<file path="config.mk">
export PLATFORM = sky130hd
export DESIGN_NAME = led_periph
export DESIGN_NICKNAME = d
export VERILOG_FILES = /design/src/rtl/led_periph.sv
export SDC_FILE = /design/constraint.sdc
export NUM_CORES = 1
export LEC_CHECK = 0
export BUFFER_PORTS_ARGS = -buffer_cell sky130_fd_sc_hd__buf_2
export CAP_MARGIN = 20
export CORE_UTILIZATION = 56
export CTS_CLUSTER_DIAMETER = 60
export DETAILED_ROUTE_END_ITERATION = 10
export PLACE_DENSITY = 0.79
export SKIP_LAST_GASP = 1
export SYNTH_ARGS = -nofsm -noshare
export SYNTH_HDL_FRONTEND = slang
export SYNTH_SLANG_ARGS = --single-unit
export TNS_END_PERCENT = 5
</file>
<file path="constraint.sdc">
create_clock -name clk_i -period 2.5 [get_ports clk_i]
set_input_delay 0.5 -clock clk_i [delete_from_list [all_inputs] [get_ports clk_i]]
set_output_delay 0.5 -clock clk_i [all_outputs]
set_load 0.1 [all_outputs]
</file>
<file path="src/rtl/led_periph.sv">
// LED peripheral: memory-mapped OUT/BLINK/TOGGLE/CNT registers on a
// request/ack bus, with a free-running blink timebase. Every output is
// registered, so no bus input reaches a port combinationally.
//
// Handshake: a request is sampled on a clock edge only when ack_o is low.
// At that edge any write commits and rdata_o captures the read value.
// ack_o is then high for exactly one cycle. A request still present during
// the ack cycle is ignored, so a held request completes every second cycle.
module led_periph #(
   parameter int FREQ       = 27_000_000,
   parameter int NLEDS      = 6,
   parameter int ACTIVE_LOW = 1
) (
   input  logic             clk_i,
   input  logic             rstn_i,
   input  logic             req_i,
   input  logic             we_i,
   input  logic [3:0]       addr_i,
   input  logic [31:0]      wdata_i,
   output logic             ack_o,
   output logic [31:0]      rdata_o,
   output logic [NLEDS-1:0] led_o
);

   // Cycles per blink half-period, never less than one.
   localparam int HALF = ((FREQ / 2) > 1) ? (FREQ / 2) : 1;

   localparam logic [1:0] A_OUT    = 2'd0;
   localparam logic [1:0] A_BLINK  = 2'd1;
   localparam logic [1:0] A_TOGGLE = 2'd2;
   localparam logic [1:0] A_CNT    = 2'd3;

   localparam logic [NLEDS-1:0] LED_RST = (ACTIVE_LOW != 0) ? {NLEDS{1'b1}} : {NLEDS{1'b0}};

   logic [NLEDS-1:0] r_out;
   logic [NLEDS-1:0] r_blink;
   logic             r_phase;
   logic [31:0]      r_presc;
   logic [31:0]      r_cnt;
   logic             r_ack;
   logic [31:0]      r_rdata;
   logic [NLEDS-1:0] r_led;

   logic             w_access;
   logic [31:0]      w_rd_mux;
   logic [NLEDS-1:0] w_led_true;
   logic             w_wrap;
   logic             w_unused;

   // Only the word-select bits of the address and the low NLEDS data bits matter.
   assign w_unused = ^{addr_i[1:0], wdata_i};

   assign w_access   = req_i & ~r_ack;
   assign w_wrap     = (r_presc == 32'(HALF - 1));
   assign w_led_true = r_out ^ (r_blink & {NLEDS{r_phase}});

   // Read data selection; TOGGLE is write-only and reads as zero.
   always_comb begin
      w_rd_mux = 32'd0;
      case (addr_i[3:2])
         A_OUT:    w_rd_mux = 32'(r_out);
         A_BLINK:  w_rd_mux = 32'(r_blink);
         A_TOGGLE: w_rd_mux = 32'd0;
         A_CNT:    w_rd_mux = r_cnt;
         default:  w_rd_mux = 32'd0;
      endcase
   end

   // Bus side: ack toggle, register writes and registered read data.
   always_ff @(posedge clk_i or negedge rstn_i) begin
      if (!rstn_i) begin
         r_ack   <= 1'b0;
         r_rdata <= 32'd0;
         r_out   <= '0;
         r_blink <= '0;
      end else begin
         r_ack   <= w_access;
         r_rdata <= 32'd0;
         if (w_access) begin
            if (we_i) begin
               case (addr_i[3:2])
                  A_OUT:    r_out   <= wdata_i[NLEDS-1:0];
                  A_BLINK:  r_blink <= wdata_i[NLEDS-1:0];
                  A_TOGGLE: r_out   <= r_out ^ wdata_i[NLEDS-1:0];
                  default:  ;
               endcase
            end else begin
               r_rdata <= w_rd_mux;
            end
         end
      end
   end

   // Blink timebase: prescaler wraps every HALF cycles, flipping phase and counting.
   always_ff @(posedge clk_i or negedge rstn_i) begin
      if (!rstn_i) begin
         r_presc <= 32'd0;
         r_phase <= 1'b0;
         r_cnt   <= 32'd0;
      end else if (w_wrap) begin
         r_presc <= 32'd0;
         r_phase <= ~r_phase;
         r_cnt   <= r_cnt + 32'd1;
      end else begin
         r_presc <= r_presc + 32'd1;
      end
   end

   // Pad driver: blink-masked LED state with board polarity applied.
   always_ff @(posedge clk_i or negedge rstn_i) begin
      if (!rstn_i) begin
         r_led <= LED_RST;
      end else begin
         r_led <= (ACTIVE_LOW != 0) ? ~w_led_true : w_led_true;
      end
   end

   assign ack_o   = r_ack;
   assign rdata_o = r_rdata;
   assign led_o   = r_led;

endmodule

</file>
Yosys cells after proc, flatten, opt, wreduce, memory -nomap -nowiden

Index checks and enable logic that the tools add are counted.

Bits in registers: 116
Output and inout port bits: 39
Word-level logic and storage cells: 30

Mux-type cells: 5
Bitwise operators: 7
Reduce and logical (&&, ||, !) cells: 4
Eq/ne operators: 4
Add/subtract/negate cells: 2

Operators by type and width:

| kind                  | count |
|---|---|
| $pmux 32 s4           | 1 |
| $mux 32               | 3 |
| $add 32x1->32 const B | 2 |
| $eq 32x24->1 const B  | 1 |
| $pmux 6 s2            | 1 |
| $xor 6x6->6           | 2 |
| $and 6x6->6           | 1 |
| $not 6->6             | 1 |
| $reduce_and 3->1      | 2 |
| $eq 2x2->1 const B    | 2 |
| $eq 2x1->1 const B    | 1 |
| $logic_not 2->1       | 1 |
| $not 1->1             | 2 |
| $reduce_bool 2->1     | 1 |
| $and 1x1->1           | 1 |

Depth between registers and ports, before layout

Depth after elaboration: 4
Mapped depth: 7

Worst setup path after synthesis

OpenSTA, ideal clock, no wires.

Path type: register -> register
From: reg r_ack, in the netlist ack_o
To: reg r_blink[0]
Path buffers: 0
Setup slack: 321 ps
Cell stages (with the launch flop): 5
Period minus slack after synthesis: 2179 ps
Arrival time: 2055 ps
Library setup time: 125 ps
Cells stage by stage: dfrtp_1 -> nor2b_1 -> nand2_1 -> nor3b_1 -> mux2_2

Word-level cells in the longest chain between the ends: 3

Ends and longest elaborated chain:

| item                       | RTL line | text |
|---|---|---|
| from (decl)                | 40       | `logic r_ack;` |
| from (signal assigned)     | 77       | `r_ack <= w_access;` |
| $not 1->1                  | 53       | `assign w_access = req_i & ~r_ack;` |
| $and 1x1->1                | 53       |  |
| named net w_access         | 44       | `logic w_access;` |
| $reduce_and 3->1 (no line) | --       |  |
| to (signal assigned)       | 83       | `A_BLINK: r_blink <= wdata_i[NLEDS-1:0];` |
| to (decl)                  | 36       | `logic [NLEDS-1:0] r_blink;` |

The timed path passes the listed nets, and every way through them passes these cells.
A chain may end at the register's enable or synchronous reset.

Worst setup path in the final report

From: reg r_presc[0]
To: reg r_cnt[29]

Word-level cells in the longest chain between the ends: 1

Ends and longest elaborated chain:

| item                   | RTL line | text |
|---|---|---|
| from (decl)            | 38       | `logic [31:0] r_presc;` |
| from (signal assigned) | 105      | `r_presc <= r_presc + 32'd1;` |
| $eq 32x24->1           | 54       | `assign w_wrap = (r_presc == 32'(HALF - 1));` |
| to (signal assigned)   | 103      | `r_cnt <= r_cnt + 32'd1;` |
| to (decl)              | 39       | `logic [31:0] r_cnt;` |

No other way between the ends.

==> summary.md <==
| Metric | Value |
|---|---|
| Setup_tns | 0 ns |
| Nets | around 570 |
| CTS H-tree lvls | 4 |
| Fmax | around 430 MHz |
| Gpl congestion | just under 0.8 |
| Most frequent cells in the layout | dfrtp_1, buf_2, nor2_1 |
| Status | finished, final reports clean |
| Post-layout util | 69.9% |
| Tot Pwr | ~5.1 mW |
| Syn. warnings | 0 |
| Post-DP HPWL | between 6 and 7 mm |
| Power Density | between 800 and 900 nW/um2 |
| Arr. time, crit path | between 2 and 3 ns |
| Area taken by multi-input logic gates | between 2000 and 2500 um2 |
| CTS tree | done |
| Die Span Y | roughly 97 um |
| Root Buffer | clkbuf_8 |
| CP delay by family, top | simple AND/OR/NAND/NOR gates |
| Clock Latency Late Sink | approximately 0.51 ns |
| Critical path class | register to register |
| ANT cells | 0 |
| GRT Total Usage | 22.1% |
| Inserted Clock Buffers | 17 |
| Drt first pass iters | 5 |
| Worst Setup End Kind | register |
| Worst min path class | primary input to asynchronous set/reset pin |
| Global-route wire length before repair | 16.6 mm |
| CP Cell Sequence | ha_1 > nand4_1 > or4_1 > nor4_4 > buf_4 > nand4_1 > xnor2_1 |
| Clk slew on worst S/H paths | about 0.06 ns |
| Synth Cell Area | 5020 um2 |
| Setup-failing EPs final | 0 |
| Area leader, netlist | dfrtp_1 |
| Top cells by area, synth | dfrtp_1, xnor2_1, xor2_1 |
| I/O Buffers | 50 |
| Hold-fix buffers at CTS | 0 |
| Clk_skew | approximately 0.0058 ns |
| Mapped Avg Cell Area | roughly 11 um2 |
| Critical path required time | between 2 and 3 ns |
| Final min period | 2.31 ns |
| Max VDD drop | about 0.00066 V |
| Dominant synthesized flop cell | dfrtp_1 |
| Crit-path slowest cell | or4_1 |
| Total gr overflow | 0 |
| Share of the synthesized area in the top cell type | between 50% and 60% |
| Rows | 34 |
| Fraction of registers with async set or reset after synthesis | 100% |
| Max Cap Viol | 0 |
| Drt wl/cell | 14.7 um |
| CTS Buffer Depth | 2 |
| Slowest Stage Delay on Critical Path | ~0.66 ns |
| Post-synth EDFFs | 0 |
| CTS sink cnt | approximately 120 |
| Cell mode on critical path | nand4_1 |
| Synth-to-layout area growth | 21.4% |
| I/O pin count | 79 |
| Die area | 9350 um2 |
| DRT antenna net count | 0 |
| Final worst-path cycle share | 92.5% |
| Crit path launch type | register |
| Register area share after synthesis | 57.9% |
| Post-synthesis sequential element count | between 100 and 150 |
| WP buf/inv | 1 |
| Routed WL | between 9 and 10 mm |
| Synth Instances | between 400 and 500 |
| Remaining DRCs | 0 |
| Core region area | about 8700 um2 |
| Post-synthesis net count | between 500 and 600 |
| Initial DRC Count | between 100 and 150 |
| Most common cell after layout, fill and taps aside | dfrtp_1 |
| Vias in the first global route | between 3,000 and 4,000 |
| Max-slew headroom | 60.4% |
| Distinct cells, synth | 33 |
| Worst Tran Pin Value | 0.591 ns |
| Fillcell total | 602 |
| Slew Viols, Final | 0 |
| Reg area | 2910 um2 |
| Pleak | between 2 and 3 nW |
| Initial Util | around 58% |
| Layout cell share with drive strength beyond 1 | between 20 and 25% |
| RSZ-0062 raised after global routing | false |
| Largest net degree at the start of global routing | between 100 and 150 |
| Vias per cell | between 5 and 6 |
| Antenna violations before repair | 0 |
| CP Max Fanout | 7 |
| Die W | approximately 97 um |
| Final hold vios | 0 |
| Routed vias | about 3,600 |
-- routing by layer --
metal  up-vias  part of all wire [%]  GRT usage, %
met3        16                   3.3          5.71
li1       1718                     -             -
met1      1769                    44          28.6
met2        80                    51          36.1
met5         -                     0             0
met4         0                   1.6          7.92
-- area by class of cell --
class / instances / share of cell area (%)
clock buffers: 20 / 7.14
flip-flops and latches: 116 / 47.7
well taps: 108 / 2.22
multi-input cells: 321 / 33.3
inverters: 10 / 0.616
clock inverters: 12 / 3.32
repair buffers: 61 / 5.70
-- through the flow --
stage	cell area (um2)	hold slack, ns	cells	setup WS [ns]
floorplan	5020	0.204	462	0.321
global placement	5450	0.435	616	0.295
detailed placement	5450	0.445	616	0.219
global route	6100	0.122	648	0.0619
CTS	6090	0.0893	648	0.185
finish	6100	0.0653	648	0.188
-- cell usage after synthesis, drive strengths merged, types with 6 or more instances --
cell type / number
nand2: 35
nor2: 47
nor4: 10
xnor2: 36
nand4: 23
dfrtp: 110
and3: 7
o21ai: 10
clkbuf: 13
mux2: 7
mux2i: 6
xor2: 29
nand3: 23
dfstp: 6
a21oi: 20
and4: 6
and2: 25
nor3: 17
inv: 10
-- report_power, final --
group / switching, mW / total [mW] / internal (mW)
Sequential: 0.0555 / 2.03 / 1.98
Clock: 0.840 / 2.59 / 1.75
Combinational: 0.354 / 0.453 / 0.0994
-- final timing paths --
kind / to / slack (ns) / from / depth (start not counted)
max: r_cnt[29]$_DFFE_PN0N_ / 0.19 / r_presc[0]$_DFF_PN0_ / 7
min: rdata_o[9]$_DFF_PN0_ / 0.07 / rstn_i / 2
max reg2reg: r_cnt[29]$_DFFE_PN0N_ / 0.19 / r_presc[0]$_DFF_PN0_ / 7
min reg2reg: ack_o$_DFF_PN0_ / 0.45 / ack_o$_DFF_PN0_ / 1
max in group asynchronous: r_blink[0]$_DFFE_PN0P_ / 1.99 / rstn_i / 2
min in group clk_i: r_blink[5]$_DFFE_PN0P_ / 0.27 / wdata_i[5] / 2
-- flip-flops by register name, summed over array words and instances (netlist names) --
name and flops:
ack_o 1, r_phase 1, rdata_o 32, r_presc 32, r_out 6, led_o 6, r_blink 6, r_cnt 32
-- cells by family after synthesis --
| group | after synthesis | share of synthesized area, % |
|---|---|---|
| xor gates and xnor gates | 65 | 11.3 |
| muxes | 13 | 2.76 |
| buffers and inverters | 25 | 1.92 |
| DFF | 116 | 57.9 |
| adders and majority gates | 2 | 0.498 |
| and+or+nand+nor | 210 | 22.4 |
| AOI/OAI and AO/OA | 31 | 3.11 |
-- repair_timing --
item | 4_1_cts | 5_1_grt
setup endpoints to repair | 0 | 2
setup buffers | 0 | 0
resized for setup | 0 | 1
Power figures use the tool's default switching activity.
